[src/rtl/ex_muldiv_if.sv]
// Request/result bundle between the ID/EX stage and the iterative multiply/divide unit.
// The master side issues operations and moves; the slave side (the unit) returns HI/LO and status.
interface ex_muldiv_if #(
    parameter int WIDTH = 32
);
    logic             start_i;
    logic [1:0]       op_i;
    logic [WIDTH-1:0] src_a_i;
    logic [WIDTH-1:0] src_b_i;
    logic             mthi_i;
    logic             mtlo_i;
    logic [WIDTH-1:0] wdata_i;
    logic [WIDTH-1:0] hi_o;
    logic [WIDTH-1:0] lo_o;
    logic             busy_o;
    logic             stall_o;
    logic             done_o;
    logic             div_zero_o;

    modport master (
        output start_i, op_i, src_a_i, src_b_i, mthi_i, mtlo_i, wdata_i,
        input  hi_o, lo_o, busy_o, stall_o, done_o, div_zero_o
    );

    modport slave (
        input  start_i, op_i, src_a_i, src_b_i, mthi_i, mtlo_i, wdata_i,
        output hi_o, lo_o, busy_o, stall_o, done_o, div_zero_o
    );
endinterface

[src/rtl/ex_muldiv.sv]
// Iterative MULT/MULTU/DIV/DIVU unit with HI/LO registers, one bit per falling clock edge.
// Operands are processed as magnitudes; the sign correction is applied once in FIX.
module ex_muldiv #(
    parameter int WIDTH     = 32,
    parameter int CNT_WIDTH = 6
) (
    input  logic        clk_i,
    input  logic        rst_n_i,
    ex_muldiv_if.slave  bus
);
    localparam logic [CNT_WIDTH-1:0] LAST_STEP = CNT_WIDTH'(WIDTH - 1);

    typedef enum logic [1:0] {S_IDLE, S_RUN, S_FIX, S_DONE} state_t;

    state_t               r_state;
    state_t               w_next_state;
    logic [1:0]           r_op;
    logic                 r_sign_a;
    logic                 r_sign_b;
    logic                 r_div_zero;
    logic [CNT_WIDTH-1:0] r_cnt;
    logic [WIDTH-1:0]     r_a;
    logic [WIDTH-1:0]     r_b;
    logic [WIDTH-1:0]     r_hi;
    logic [WIDTH-1:0]     r_lo;
    logic [2*WIDTH-1:0]   r_acc;

    logic                 w_start_signed;
    logic [WIDTH-1:0]     w_abs_a;
    logic [WIDTH-1:0]     w_abs_b;
    logic                 w_is_div;
    logic                 w_is_signed;
    logic [WIDTH:0]       w_mul_sum;
    logic [WIDTH:0]       w_trial;
    logic [2*WIDTH-1:0]   w_step_next;
    logic [2*WIDTH-1:0]   w_prod;
    logic [WIDTH-1:0]     w_quot;
    logic [WIDTH-1:0]     w_rem;
    logic [WIDTH-1:0]     w_dz_hi;

    // op_i[0] = unsigned, op_i[1] = divide
    assign w_start_signed = ~bus.op_i[0];
    assign w_abs_a = (w_start_signed && bus.src_a_i[WIDTH-1]) ? -bus.src_a_i : bus.src_a_i;
    assign w_abs_b = (w_start_signed && bus.src_b_i[WIDTH-1]) ? -bus.src_b_i : bus.src_b_i;
    assign w_is_div    = r_op[1];
    assign w_is_signed = ~r_op[0];

    // NOTE: every variable gets a value on every path through always_comb, otherwise a latch is inferred.
    always_comb begin
        w_mul_sum = {1'b0, r_acc[2*WIDTH-1:WIDTH]} + (r_acc[0] ? {1'b0, r_a} : '0);
        w_trial   = {r_acc[2*WIDTH-1:WIDTH], r_acc[WIDTH-1]} - {1'b0, r_b};
        if (!w_is_div) begin
            w_step_next = {w_mul_sum, r_acc[WIDTH-1:1]};
        end else if (w_trial[WIDTH]) begin
            w_step_next = {r_acc[2*WIDTH-2:0], 1'b0};
        end else begin
            w_step_next = {w_trial[WIDTH-1:0], r_acc[WIDTH-2:0], 1'b1};
        end
        w_prod  = (w_is_signed && (r_sign_a ^ r_sign_b)) ? -r_acc : r_acc;
        w_quot  = (w_is_signed && (r_sign_a ^ r_sign_b)) ? -r_acc[WIDTH-1:0] : r_acc[WIDTH-1:0];
        w_rem   = (w_is_signed && r_sign_a) ? -r_acc[2*WIDTH-1:WIDTH] : r_acc[2*WIDTH-1:WIDTH];
        w_dz_hi = (w_is_signed && r_sign_a) ? -r_a : r_a;
    end

    // NOTE: state registers use non-blocking assignments so every register samples pre-edge values.
    always_ff @(negedge clk_i or negedge rst_n_i) begin
        if (!rst_n_i) begin
            r_state <= S_IDLE;
        end else begin
            r_state <= w_next_state;
        end
    end

    always_comb begin
        w_next_state = r_state;
        case (r_state)
            S_IDLE: if (bus.start_i) w_next_state = S_RUN;
            S_RUN:  if (r_cnt == LAST_STEP) w_next_state = S_FIX;
            S_FIX:  w_next_state = S_DONE;
            S_DONE: w_next_state = S_IDLE;
            default: w_next_state = S_IDLE;
        endcase
    end

    always_comb begin
        bus.busy_o     = (r_state != S_IDLE);
        bus.stall_o    = (bus.start_i && (r_state == S_IDLE)) || (r_state == S_RUN) || (r_state == S_FIX);
        bus.done_o     = (r_state == S_DONE);
        bus.div_zero_o = (r_state == S_DONE) && r_div_zero;
        bus.hi_o       = r_hi;
        bus.lo_o       = r_lo;
    end

    // NOTE: the operand and accumulator registers are reset too, so a reset leaves no stale operand behind.
    always_ff @(negedge clk_i or negedge rst_n_i) begin
        if (!rst_n_i) begin
            r_op       <= '0;
            r_sign_a   <= 1'b0;
            r_sign_b   <= 1'b0;
            r_div_zero <= 1'b0;
            r_cnt      <= '0;
            r_a        <= '0;
            r_b        <= '0;
            r_acc      <= '0;
            r_hi       <= '0;
            r_lo       <= '0;
        end else begin
            case (r_state)
                S_IDLE: begin
                    if (bus.start_i) begin
                        r_op       <= bus.op_i;
                        r_sign_a   <= bus.src_a_i[WIDTH-1];
                        r_sign_b   <= bus.src_b_i[WIDTH-1];
                        r_div_zero <= bus.op_i[1] && (bus.src_b_i == '0);
                        r_cnt      <= '0;
                        r_a        <= w_abs_a;
                        r_b        <= w_abs_b;
                        r_acc      <= {{WIDTH{1'b0}}, (bus.op_i[1] ? w_abs_a : w_abs_b)};
                    end else begin
                        if (bus.mthi_i) r_hi <= bus.wdata_i;
                        if (bus.mtlo_i) r_lo <= bus.wdata_i;
                    end
                end
                S_RUN: begin
                    r_acc <= w_step_next;
                    r_cnt <= r_cnt + 1'b1;
                end
                S_FIX: begin
                    if (!w_is_div) begin
                        r_hi <= w_prod[2*WIDTH-1:WIDTH];
                        r_lo <= w_prod[WIDTH-1:0];
                    end else if (r_div_zero) begin
                        r_hi <= w_dz_hi;
                        r_lo <= '1;
                    end else begin
                        r_hi <= w_rem;
                        r_lo <= w_quot;
                    end
                end
                default: ;
            endcase
        end
    end
endmodule

[src/flat_wrapper.sv]
// flat-port wrapper written by rule: the top's interface ports become plain ports
module ex_muldiv_flat 
#(
    parameter int WIDTH     = 32,
    parameter int CNT_WIDTH = 6
)
  (clk_i, rst_n_i, bus_start_i, bus_op_i, bus_src_a_i, bus_src_b_i, bus_mthi_i, bus_mtlo_i, bus_wdata_i, bus_hi_o, bus_lo_o, bus_busy_o, bus_stall_o, bus_done_o, bus_div_zero_o);
  ex_muldiv_if #(.WIDTH(WIDTH)) bus_i ();
  input  logic clk_i;
  input  logic rst_n_i;
  input wire logic [$bits(bus_i.start_i)-1:0] bus_start_i;
  input wire logic [$bits(bus_i.op_i)-1:0] bus_op_i;
  input wire logic [$bits(bus_i.src_a_i)-1:0] bus_src_a_i;
  input wire logic [$bits(bus_i.src_b_i)-1:0] bus_src_b_i;
  input wire logic [$bits(bus_i.mthi_i)-1:0] bus_mthi_i;
  input wire logic [$bits(bus_i.mtlo_i)-1:0] bus_mtlo_i;
  input wire logic [$bits(bus_i.wdata_i)-1:0] bus_wdata_i;
  output wire logic [$bits(bus_i.hi_o)-1:0] bus_hi_o;
  output wire logic [$bits(bus_i.lo_o)-1:0] bus_lo_o;
  output wire logic [$bits(bus_i.busy_o)-1:0] bus_busy_o;
  output wire logic [$bits(bus_i.stall_o)-1:0] bus_stall_o;
  output wire logic [$bits(bus_i.done_o)-1:0] bus_done_o;
  output wire logic [$bits(bus_i.div_zero_o)-1:0] bus_div_zero_o;
  assign bus_i.start_i = bus_start_i;
  assign bus_i.op_i = bus_op_i;
  assign bus_i.src_a_i = bus_src_a_i;
  assign bus_i.src_b_i = bus_src_b_i;
  assign bus_i.mthi_i = bus_mthi_i;
  assign bus_i.mtlo_i = bus_mtlo_i;
  assign bus_i.wdata_i = bus_wdata_i;
  assign bus_hi_o = bus_i.hi_o;
  assign bus_lo_o = bus_i.lo_o;
  assign bus_busy_o = bus_i.busy_o;
  assign bus_stall_o = bus_i.stall_o;
  assign bus_done_o = bus_i.done_o;
  assign bus_div_zero_o = bus_i.div_zero_o;
  ex_muldiv #(.WIDTH(WIDTH), .CNT_WIDTH(CNT_WIDTH)) u_core (.clk_i(clk_i), .rst_n_i(rst_n_i), .bus(bus_i));
endmodule
[config.mk]
export PLATFORM = sky130hd
export DESIGN_NAME = ex_muldiv_flat
export DESIGN_NICKNAME = d
export VERILOG_FILES = /design/src/rtl/ex_muldiv_if.sv /design/src/rtl/ex_muldiv.sv /design/src/flat_wrapper.sv
export SDC_FILE = /design/constraint.sdc
export NUM_CORES = 1
export LEC_CHECK = 0
export ABC_CLOCK_PERIOD_IN_PS = 3000
export CAP_MARGIN = 20
export CORE_UTILIZATION = 60
export DETAILED_ROUTE_END_ITERATION = 8
export DONT_BUFFER_PORTS = 1
export MAX_ROUTING_LAYER = met4
export PLACE_DENSITY = 0.75
export SYNTH_ARGS = -nofsm -noshare
export SYNTH_HDL_FRONTEND = slang
export SYNTH_SLANG_ARGS = --single-unit
[constraint.sdc]
create_clock -name clk_i -period 3 [get_ports clk_i]
set_input_delay 0.75 -clock clk_i [delete_from_list [all_inputs] [get_ports clk_i]]
set_output_delay 0.75 -clock clk_i [all_outputs]
set_load 0.01 [all_outputs]
==> results of run 1 <==
metrics by stage:
stage	TNS (ns)	setup WS [ns]	utilization [%]	cells
3_3_place_gp	-108.12	-1.41	75.0	2932
2_1_floorplan	-75.34	-1.34	-	2273
3_5_place_dp	-118.47	-1.50	75.0	2932
4_1_cts	-63.92	-0.922	84.4	3042
per-layer routing:
metal / GRT overflow / GRT usage [%]
met5: - / -
met2: 45 / 94.3
met4: 29 / 77.9
met1: 2 / 82.2
met3: 5 / 70.7
cell families after synthesis:
| group | share of synthesized area, % |
|---|---|
| compound gates | 24.5 |
| mux | 5.00 |
| simple gates | 19.9 |
| flops | 29.1 |
| buf+inv | 5.12 |
| xor+xnor | 11.0 |
| fa+ha+maj | 5.48 |
repair_timing:
item / 4_1_cts
endpoints found under the setup margin: 191
pin swaps: 181
gates resized for setup: 311
cloned: 5
setup buffers: 84
==> metrics, run 1 <==
Mean Syn Cell Area about 7.8 um^2; Clock Path Buffers 3; number of I/O port buffers 0; Synth Flop Type dfrtn_1; status did not finish; most frequent cell after synthesis nand2_1; HPWL Detailed 55300 um; H-tree levels 1; Exit stage global routing; Post-synth ARST share 100%; Yosys cell types 76; largest net degree at the start of global routing 206; Post-Synthesis Net Count 2452; overall routing resource usage 82.6%; Netlist Area Pre-Place ~18000 um^2; synthesized flop and latch total between 200 and 250; CTS sink count 205; Worst End Pin Type register input; largest cells by area after synthesis dfrtn_1, o21ai_0, xnor2_1; cts hold-fix bufs 0; # rows 62; IO Pins 171; initial antenna violation count 20; tool error [ERROR GRT-0232] Routing congestion too high. Check the congestion heatmap in the GUI.; effective utilization at floorplan 61.3%; clk root buf clkbuf_16; GR Overflow Total 81; Die W 173 um; endpoint with the least setup slack after the last repair u_core.r_acc[23]$_DFFE_NN0P_/D; number of synthesized flops with an enable pin 0; Cells after Synth 2273; die height ~170 um; Synth top area share 29.1%; Area after DPL 21600 um^2; Commonest cells post-synth nand2_1, o21ai_0, dfrtn_1, a21oi_1, nor2_1; Yosys warning total 0; CTS buffer count 24; gpl congestion ~1.1; sequential element share of the synthesized area 29.1%; area leader, netlist dfrtn_1
==> run 2, diff against run 1 <==
--- a/config.mk
+++ b/config.mk
@@ -5,13 +5,12 @@
 export SDC_FILE = /design/constraint.sdc
 export NUM_CORES = 1
 export LEC_CHECK = 0
-export ABC_CLOCK_PERIOD_IN_PS = 3000
+export ABC_CLOCK_PERIOD_IN_PS = 3900
 export CAP_MARGIN = 20
-export CORE_UTILIZATION = 60
+export CORE_UTILIZATION = 40
 export DETAILED_ROUTE_END_ITERATION = 8
 export DONT_BUFFER_PORTS = 1
-export MAX_ROUTING_LAYER = met4
-export PLACE_DENSITY = 0.75
+export PLACE_DENSITY_LB_ADDON = 0.15
 export SYNTH_ARGS = -nofsm -noshare
 export SYNTH_HDL_FRONTEND = slang
 export SYNTH_SLANG_ARGS = --single-unit
==> constraint.sdc (replaced) <==
create_clock -name clk_i -period 3.9 [get_ports clk_i]
set_input_delay 0.975 -clock clk_i [delete_from_list [all_inputs] [get_ports clk_i]]
set_output_delay 0.975 -clock clk_i [all_outputs]
set_load 0.01 [all_outputs]
==> metrics, run 2 <==
status finished with violations (was did not finish); failing checks setup timing; CTS buffer count 26 (was 24); vias in the first global route ~17000; RR Startpoint u_core.r_acc[6]$_DFFE_NN0P_; most frequent cell after synthesis nand2_1 (unchanged); vias 18300; DR DRC count 0; clk root buf clkbuf_16 (unchanged); IO Pins 171 (unchanged); cts hold-fix bufs 0 (unchanged); design area 22200 um^2; Worst-Margin Slew ~0.87 ns; post-synthesis compound-gate area fraction 24.5% (unchanged); Synth Area in XOR/XNOR 11.0% (unchanged); RR Endpoint u_core.bus.hi_o[14]$_DFFE_NN0P_; CP Class flop to output port; most common cell after layout, fill and taps aside nand2_1; largest family of logic cells by synthesized area compound AO/OA/AOI/OAI gates (unchanged); Cell Pwr Density 923 nW/um^2; Worst Path Required 2.92 ns; effective utilization at floorplan 40.8% (was 61.3%); maximum capacitance violations 0; Mean Syn Cell Area 7.76 um^2 (unchanged); Core Footprint 43300 um^2; commonest cells after routing, fill and taps aside nand2_1, buf_4, dfrtn_1; post-DR wirelength/cell 24.5 um; clk_lat worst skew 0.57 ns; hold path endpoint u_core.r_b[19]$_DFFE_NN0P_; largest net degree at the start of global routing about 210; GR Overflow Total 0; Commonest cells post-synth nand2_1, o21ai_0, dfrtn_1, a21oi_1, nor2_1 (unchanged); WHS Path Cells 2; Fill cells 4174; synthesized flop and latch total 205 (unchanged); first-pass GRT wire length 109000 um; fin util 51.3%; number of synthesized flops with an enable pin 0 (unchanged); sequential element share of the synthesized area 29.1% (unchanged); Synth Flop Type dfrtn_1 (unchanged); # setup viols final about 140; HPWL Detailed 57600 um (was 55300 um); Min-Delay Path Class flop to flop; Synth top area share 29.1% (unchanged); Area Overhead vs Synth 25.9%; Post-synth ARST share 100% (unchanged); Cells after Synth 2273 (unchanged); Critical Path Sink Type output port; R2R setup slack 0.13 ns; Layout Skew 0.0199 ns; Worst-path clk slew 0.04 ns; Yosys warning total 0 (unchanged); vias per cell roughly 6.0; crit-path max FO 3; area leader, netlist dfrtn_1 (unchanged); initial DRC count roughly 1900; Fin. Hold Viols 0; setup ws final -0.722 ns; HP Start u_core.r_b[19]$_DFFE_NN0P_; maximum vdd drop between 0.4 and 0.5 mV; CTS tree done; Biggest register u_core.r_acc; largest cells by area after synthesis dfrtn_1, o21ai_0, xnor2_1 (unchanged); WHS 0.426 ns; overall routing resource usage 32.4%; Post-Synthesis Net Count 2452 (unchanged); Yosys cell types 76 (unchanged); cells on worst reg2reg path 9; RSZ-0062 raised after global routing yes; Post-DRT Antenna Nets 0; final wirelength 74200 um; fraction of synthesized area in multiplexers 5.00% (unchanged); Netlist Area Pre-Place 17600 um^2 (unchanged); overall die area 44900 um^2; initial antenna violation count 7; share of post-route cells with drive strength above 1 21.0%; number of flip-flops in the largest register 64; Pleak 9.54 nW; post-synthesis adder-cell area fraction 5.48% (unchanged); CTS sink count 205 (unchanged); Die W 212 um (was 173 um); Clock Path Buffers 3 (unchanged); nets between 2000 and 3000; Area after DPL 20200 um^2 (was 21600 um^2); number of I/O port buffers 0 (unchanged); Synth Area in Simple Gates 19.9% (unchanged); Initial DRT Pass Iterations 6; CP arrival 3.65 ns; relative slew slack 41.9%; Worst Setup Start Kind flop; H-tree levels 1 (unchanged); gpl congestion 0.973 (was 1.07); final slew viol count 0; die height 212 um (was 173 um); # rows 76 (was 62)
==> run 2: cells by family (layout without fill, tap and decap cells) <==
group	after synthesis	count (layout)
XOR/XNOR	221	221
other	0	2
adder cells (fa/ha/maj)	76	76
AO/OA/AOI/OAI	712	712
flip-flops	205	205
multiplexers	86	86
AND/OR/NAND/NOR	738	738
buffers and inverters	235	405
==> run 2: routing by layer <==
| layer | routed length (um) | up-vias | GRT usage (%) | share of wire (%) |
|---|---|---|---|---|
| met3 | 6750 | 117 | 6.91 | 9.1 |
| met2 | 33500 | 793 | 50.5 | 45 |
| met1 | 31700 | 8902 | 44.7 | 43 |
| met4 | 2210 | 6 | 9.72 | 3.0 |
| met5 | 41 | - | 0 | 0.055 |
| li1 | - | 8460 | - | - |
==> run 2: metrics by stage <==
step | power [mW] | setup TNS [ns] | cells | setup slack (ns)
CTS | 20.2 | -30.36 | 3022 | -0.737
global placement | 17.3 | -83.56 | 2952 | -1.23
detailed placement | 17.4 | -86.37 | 2952 | -1.26
finish | 20.5 | -33.51 | 3030 | -0.722
global route | 21.8 | -39.87 | 3028 | -0.774
floorplan | 12.7 | -51.41 | 2273 | -1.12
==> run 2: worst max-delay path, stage by stage (launching register included) <==
cell and delay [ns]:
dfrtn_1 0.42, inv_2 0.07, ha_4 0.16, and2_4 0.15, or3_4 0.35
==> run 2: timing repair <==
action | 4_1_cts | 5_1_grt
gates cloned | 0 | 0
resized for setup | 138 | 89
pin swaps | 63 | 54
setup endpoints to repair | 136 | 143
setup buffers | 34 | 26
==> run 2: power by group <==
group | switching [mW] | leakage [nW] | internal [mW]
registers | 1.29 | 2.53 | 3.20
clock network | 1.05 | 0.430 | 1.49
logic | 8.06 | 6.58 | 5.42
total | 10.4 | 9.54 | 10.1
==> run 2: area by class of cell <==
| type | count | area, um^2 | share of cell area, % |
|---|---|---|---|
| antenna | 2 | 5.00 | 0.0225 |
| inverter | 75 | 284 | 1.28 |
| clock inverter | 11 | 159 | 0.715 |
| clock buffer | 35 | 714 | 3.22 |
| multi-input combinational | 1833 | 12800 | 57.6 |
| tap | 585 | 732 | 3.30 |
| sequential | 205 | 5130 | 23.1 |
| timing repair buffer | 284 | 2400 | 10.8 |
==> run 2: how the worst max path moves through the flow <==
stage	slack [ns]	from	cells after the start	end
after floorplan	-1.12	bus_src_a_i[4]	9	u_core.r_acc[20]$_DFFE_NN0P_
after global placement	-1.23	bus_src_a_i[12]	8	u_core.r_acc[30]$_DFFE_NN0P_
after detailed placement	-1.26	bus_src_a_i[12]	8	u_core.r_acc[28]$_DFFE_NN0P_
after CTS	-0.74	u_core.r_state[0]$_DFFE_NN0P_	4	bus_stall_o
after global routing	-0.77	u_core.r_state[0]$_DFFE_NN0P_	4	bus_stall_o
final	-0.72	u_core.r_state[0]$_DFFE_NN0P_	4	bus_stall_o
Note: power is estimated with default switching activity, not from simulation.
==> run 3, diff against run 2 <==
--- a/config.mk
+++ b/config.mk
@@ -10,7 +10,9 @@
 export CORE_UTILIZATION = 40
 export DETAILED_ROUTE_END_ITERATION = 8
 export DONT_BUFFER_PORTS = 1
+export HOLD_SLACK_MARGIN = 0.03
 export PLACE_DENSITY_LB_ADDON = 0.15
+export SKIP_LAST_GASP = 1
 export SYNTH_ARGS = -nofsm -noshare
 export SYNTH_HDL_FRONTEND = slang
 export SYNTH_SLANG_ARGS = --single-unit
==> metrics, run 3 (same netlist as run 2, synthesis figures left out) <==
commonest cells after routing, fill and taps aside nand2_1, buf_4, dfrtn_1 (unchanged); maximum capacitance violations 0 (unchanged); WHS Path Cells 2 (unchanged); CTS buffer count 26 (unchanged); Fill cells 4174 (unchanged); Post-DRT Antenna Nets 0 (unchanged); IO Pins 171 (unchanged); largest net degree at the start of global routing 206 (unchanged); relative slew slack 41.9% (about the same); Critical Path Sink Type output port (unchanged); overall die area 44900 um^2 (unchanged); CP bufs+invs 1 (unchanged); Fin. Hold Viols 0 (unchanged); Multi-input gate area 12800 um^2 (about the same); crit-path max FO 3 (unchanged); final slew viol count 0 (unchanged); Die W 212 um (unchanged); cells on worst reg2reg path 9 (unchanged); design area 22300 um^2 (was 22200 um^2); nets 2608 (was 2604); hold path endpoint u_core.r_b[2]$_DFFE_NN0P_ (was u_core.r_b[19]$_DFFE_NN0P_); Pleak 9.57 nW (was 9.54 nW); Worst-path clk slew 0.04 ns (about the same); first-pass GRT wire length 109000 um (about the same); HP Start u_core.r_b[2]$_DFFE_NN0P_ (was u_core.r_b[19]$_DFFE_NN0P_); clk root buf clkbuf_16 (unchanged); # rows 76 (unchanged); effective utilization at floorplan 40.8% (unchanged); final wirelength 74100 um (was 74200 um); RR Endpoint u_core.bus.hi_o[14]$_DFFE_NN0P_ (unchanged); post-DR wirelength/cell 24.4 um (was 24.5 um); CTS sink count 205 (unchanged); Area after DPL 20200 um^2 (unchanged); clk_lat worst skew 0.57 ns (about the same); number of flip-flops in the largest register 64 (unchanged); # setup viols final 135 (unchanged); share of post-route cells with drive strength above 1 20.8% (was 21.0%); vias in the first global route 17400 (was 17300); WHS 0.425 ns (was 0.426 ns); R2R setup slack 0.08 ns (was 0.13 ns); RR Startpoint u_core.r_acc[6]$_DFFE_NN0P_ (unchanged); Worst Setup Start Kind flop (unchanged); Clock Path Buffers 3 (unchanged); Biggest register u_core.r_acc (unchanged); CP arrival 3.63 ns (was 3.65 ns); Layout Skew 0.0209 ns (was 0.0199 ns); vias per cell 6.02 (was 6.03); HPWL Detailed 57600 um (unchanged); CP cell instances inv_2, ha_4, and2_4, or3_4 (unchanged); RSZ-0062 raised after global routing yes (unchanged); vias 18300 (about the same); fin util 51.5% (was 51.3%); failing checks setup timing (unchanged); initial antenna violation count 7 (unchanged); most common cell after layout, fill and taps aside nand2_1 (unchanged); Worst Path Required 2.92 ns (about the same); Worst path slowest cell dfrtn_1 (unchanged); Area Overhead vs Synth 26.2% (was 25.9%); Worst-Margin Slew 0.872 ns (about the same); register area 5130 um^2 (unchanged); initial DRC count 1861 (was 1893); setup ws final -0.705 ns (was -0.722 ns); Finished Layout Cells 3034 (was 3030); GR Overflow Total 0 (unchanged); CTS tree done (unchanged); H-tree levels 1 (unchanged); die height 212 um (unchanged); critical path's largest stage delay 0.42 ns (about the same); CP Class flop to output port (unchanged); Core Footprint 43300 um^2 (unchanged); Largest delay share family, worst path simple AND/OR/NAND/NOR gates (unchanged); overall routing resource usage 32.4% (about the same); Min-Delay Path Class flop to flop (unchanged); gpl congestion 0.973 (unchanged); Cell Pwr Density 921 nW/um^2 (was 923 nW/um^2); DR DRC count 0 (unchanged); Initial DRT Pass Iterations 5 (was 6); status finished with violations (unchanged); number of I/O port buffers 0 (unchanged); cell count after placement 2952 (unchanged); maximum vdd drop 0.426 mV (about the same)
## run 3: metrics by stage
stage / TNS (ns) / setup slack (ns) / total power, mW
after floorplan: -51.41 / -1.12 / 12.7
after global placement: -83.56 / -1.23 / 17.3
after global routing: -40.09 / -0.754 / 21.8
after CTS: -30.59 / -0.737 / 20.2
final: -33.45 / -0.705 / 20.5
after detailed placement: -86.37 / -1.26 / 17.4
## run 3: cell type report
class | instances | share of cell area, %
Tap cell | 585 | 3.29
Inverter | 75 | 1.28
Clock buffer | 35 | 3.21
Timing Repair Buffer | 288 | 11.0
Antenna cell | 2 | 0.0225
Multi-Input combinational cell | 1833 | 57.5
Sequential cell | 205 | 23.0
Clock inverter | 11 | 0.714
## run 3: worst max path at each step
stage                                  start                      endpoint  depth (start not counted)  slack [ns]
2_1_floorplan                 bus_src_a_i[4]  u_core.r_acc[20]$_DFFE_NN0P_                          9       -1.12
3_3_place_gp                 bus_src_a_i[12]  u_core.r_acc[30]$_DFFE_NN0P_                          8       -1.23
3_5_place_dp                 bus_src_a_i[12]  u_core.r_acc[28]$_DFFE_NN0P_                          8       -1.26
4_1_cts        u_core.r_state[0]$_DFFE_NN0P_                   bus_stall_o                          4       -0.74
5_1_grt        u_core.r_state[0]$_DFFE_NN0P_                   bus_stall_o                          4       -0.75
6_report       u_core.r_state[0]$_DFFE_NN0P_                   bus_stall_o                          4       -0.70
## run 3: per-layer routing
| metal | vias to the layer above | GRT usage, % | share of wire [%] | wire [um] |
|---|---|---|---|---|
| met5 | - | 0 | 0.055 | 41 |
| met4 | 6 | 9.52 | 3.3 | 2430 |
| met3 | 138 | 6.93 | 8.4 | 6200 |
| met2 | 760 | 50.5 | 45 | 33200 |
| met1 | 8907 | 44.9 | 44 | 32300 |
| li1 | 8446 | - | - | - |
## run 3: repair_timing
item	CTS	global route
endpoints found under the setup margin	136	143
setup buffers	34	28
hold buffers	0	0
resized for setup	124	98
pin swaps	63	82
gates cloned	0	0
## run 3: report_power, final
part,switching (mW),leakage (nW),internal [mW]
Clock,1.05,0.430,1.49
Sequential,1.29,2.53,3.20
Combinational,8.07,6.61,5.42
Total,10.4,9.57,10.1
## run 3: worst min-delay path: cells and delay by family, from the launching register on
kind	cells	cell delay [ns]
and+or+nand+nor	1	0.05
DFF	1	0.40
AOI/OAI and AO/OA	1	0.06
==> run 4, diff against run 3 <==
--- a/config.mk
+++ b/config.mk
@@ -11,7 +11,7 @@
 export DETAILED_ROUTE_END_ITERATION = 8
 export DONT_BUFFER_PORTS = 1
 export HOLD_SLACK_MARGIN = 0.03
-export PLACE_DENSITY_LB_ADDON = 0.15
+export PLACE_DENSITY = 0.59
 export SKIP_LAST_GASP = 1
 export SYNTH_ARGS = -nofsm -noshare
 export SYNTH_HDL_FRONTEND = slang
==> metrics, run 4 (same netlist as run 2, synthesis figures left out) <==
Layout Skew 0.0113 ns (was 0.0209 ns); overall die area 44900 um^2 (unchanged); Worst Setup Start Kind primary input (was flop); switching power 10.4 mW (about the same); post-DR wirelength/cell 24.1 um (was 24.4 um); Area after DPL 20200 um^2 (about the same); # rows 76 (unchanged); effective utilization at floorplan 40.8% (unchanged); DR DRC count 0 (unchanged); Clk pwr share 12.6% (was 12.3%); CP bufs+invs 2 (was 1); Min-Delay Path Class flop to flop (unchanged); RSZ-0062 raised after global routing yes (unchanged); HPWL Detailed 56900 um (was 57600 um); Crit path top cell by count a21oi_1; Die W 212 um (unchanged); die height 212 um (unchanged); vias 18200 (was 18300); most common cell after layout, fill and taps aside nand2_1 (unchanged); WHS 0.431 ns (was 0.425 ns); Cell Pwr Density 928 nW/um^2 (was 921 nW/um^2); sw frac 50.5% (was 50.7%); commonest cells after routing, fill and taps aside nand2_1, buf_4, dfrtn_1 (unchanged); relative slew slack 48.4% (was 41.9%); Biggest register u_core.r_acc (unchanged); nets 2602 (was 2608); GR Overflow Total 0 (unchanged); CTS tree done (unchanged); Sequential Power Share 21.8% (was 21.9%); Critical Path Sink Type flop (was output port); CP arrival 3.09 ns (was 3.63 ns); critical path's largest stage delay 0.55 ns (was 0.42 ns); CP cell instances or4_4, nor4_4, buf_4, nand3b_1, buf_6, o41ai_4, xor2_1, mux2i_1, a21oi_1, a21oi_1 (was inv_2, ha_4, and2_4, or3_4); Largest delay share family, worst path simple AND/OR/NAND/NOR gates (unchanged); Worst-Margin Slew 0.770 ns (was 0.872 ns); Core Footprint 43300 um^2 (unchanged); largest net degree at the start of global routing 206 (unchanged); overall routing resource usage 31.9% (was 32.4%); Pleak 9.54 nW (was 9.57 nW); CP Class primary input to flop (was flop to output port); number of flip-flops in the largest register 64 (unchanged); final setup TNS -33.59 ns (was -33.45 ns); number of I/O port buffers 0 (unchanged); Worst-path clk slew 0.04 ns (about the same); Area Overhead vs Synth 25.8% (was 26.2%); initial DRC count 1957 (was 1861); crit-path max FO 3 (unchanged); Comb power frac 65.5% (was 65.8%); cts hold-fix bufs 0 (unchanged); Fin. Hold Viols 0 (unchanged); CTS sink count 205 (unchanged); Fill cells 4168 (was 4174); Design Power 20.6 mW (was 20.5 mW); Clock Path Buffers 3 (unchanged); vias per cell 6.00 (was 6.02); Worst path slowest cell or4_4 (was dfrtn_1); setup ws final -0.740 ns (was -0.705 ns); maximum capacitance violations 0 (unchanged); clk root buf clkbuf_16 (unchanged); R2R setup slack 0.19 ns (was 0.08 ns); maximum vdd drop 0.456 mV (was 0.426 mV); design area 22200 um^2 (was 22300 um^2); first-pass GRT wire length 108000 um (was 109000 um); status finished with violations (unchanged); Pint 10.2 mW (was 10.1 mW); gpl congestion 0.996 (was 0.973); fin util 51.3% (was 51.5%); share of post-route cells with drive strength above 1 20.4% (was 20.8%); IO Pins 171 (unchanged); CTS buffer count 25 (was 26); final slew viol count 0 (unchanged); # setup viols final 133 (was 135); vias in the first global route 17500 (was 17400); H-tree levels 1 (unchanged); Initial DRT Pass Iterations 5 (unchanged); final wirelength 73100 um (was 74100 um); failing checks setup timing (unchanged); initial antenna violation count 3 (was 7); Post-DRT Antenna Nets 0 (unchanged); clk_lat worst skew 0.56 ns (was 0.57 ns); Worst Path Required 2.35 ns (was 2.92 ns)
==> run 4: changes by cell type in the layout (fill, tap and decap cells not counted), sizes merged <==
cell,previous run,this run
buf,288,283
clkbuf,35,37
clkinv,11,7
inv,72,73
clkinvlp,0,1
==> run 4: per-layer routing <==
layer | routed length (um) | track usage, % | up-vias
met5 | 13 | 0 | -
met4 | 2750 | 10.6 | 2
met3 | 6840 | 6.57 | 142
met2 | 32500 | 49.2 | 831
met1 | 31000 | 44.3 | 8752
li1 | - | - | 8442
==> run 4: layout make-up <==
type                    count  area (um^2)  share of cell area (%)
repair buffers            283         2420                    10.9
well taps                 585          732                    3.30
flip-flops and latches    205         5130                    23.1
clock inverters             9          138                   0.620
diodes                      2         5.00                  0.0226
inverters                  75          284                    1.28
clock buffers              37          761                    3.43
multi-input cells        1833        12700                    57.3
==> run 4: through the flow <==
stage / worst slack, ns / std cells
detailed placement: -1.35 / 2945
floorplan: -1.12 / 2273
CTS: -0.698 / 3015
finish: -0.740 / 3029
global route: -0.876 / 3027
global placement: -1.25 / 2945
==> run 4: worst paths after layout <==
check / endpoint / cells after the start / start
setup / recovery: u_core.r_acc[13]$_DFFE_NN0P_ / 10 / bus_src_a_i[4]
hold / removal: u_core.r_b[2]$_DFFE_NN0P_ / 2 / u_core.r_b[2]$_DFFE_NN0P_
setup reg to reg: u_core.r_acc[63]$_DFFE_NN0P_ / 13 / u_core.r_b[13]$_DFFE_NN0P_
hold reg to reg: u_core.r_b[2]$_DFFE_NN0P_ / 2 / u_core.r_b[2]$_DFFE_NN0P_
max in group asynchronous: u_core.r_acc[56]$_DFFE_NN0P_ / 0 / rst_n_i
min in group asynchronous: u_core.bus.hi_o[5]$_DFFE_NN0P_ / 0 / rst_n_i
==> run 4: power groups by stage <==
stage | sequential [mW] | combinational, mW | clock [mW]
4_1_cts | 4.44 | 13.1 | 2.62
3_3_place_gp | 4.44 | 12.8 | 0
2_1_floorplan | 4.00 | 8.73 | 0
5_1_grt | 4.57 | 14.6 | 2.70
3_5_place_dp | 4.46 | 12.9 | 0
6_report | 4.49 | 13.5 | 2.60
==> run 4: tightest hold or removal path: stages, from the launching register on <==
cell and delay (ns):
dfrtn_1 0.40, nand2_1 0.05, o21ai_0 0.06
==> run 4: timing repair <==
item,4_1_cts,5_1_grt
setup endpoints to repair,132,146
gates cloned,0,0
pin swaps,82,86
gates resized for setup,121,82
buffers inserted,37,25
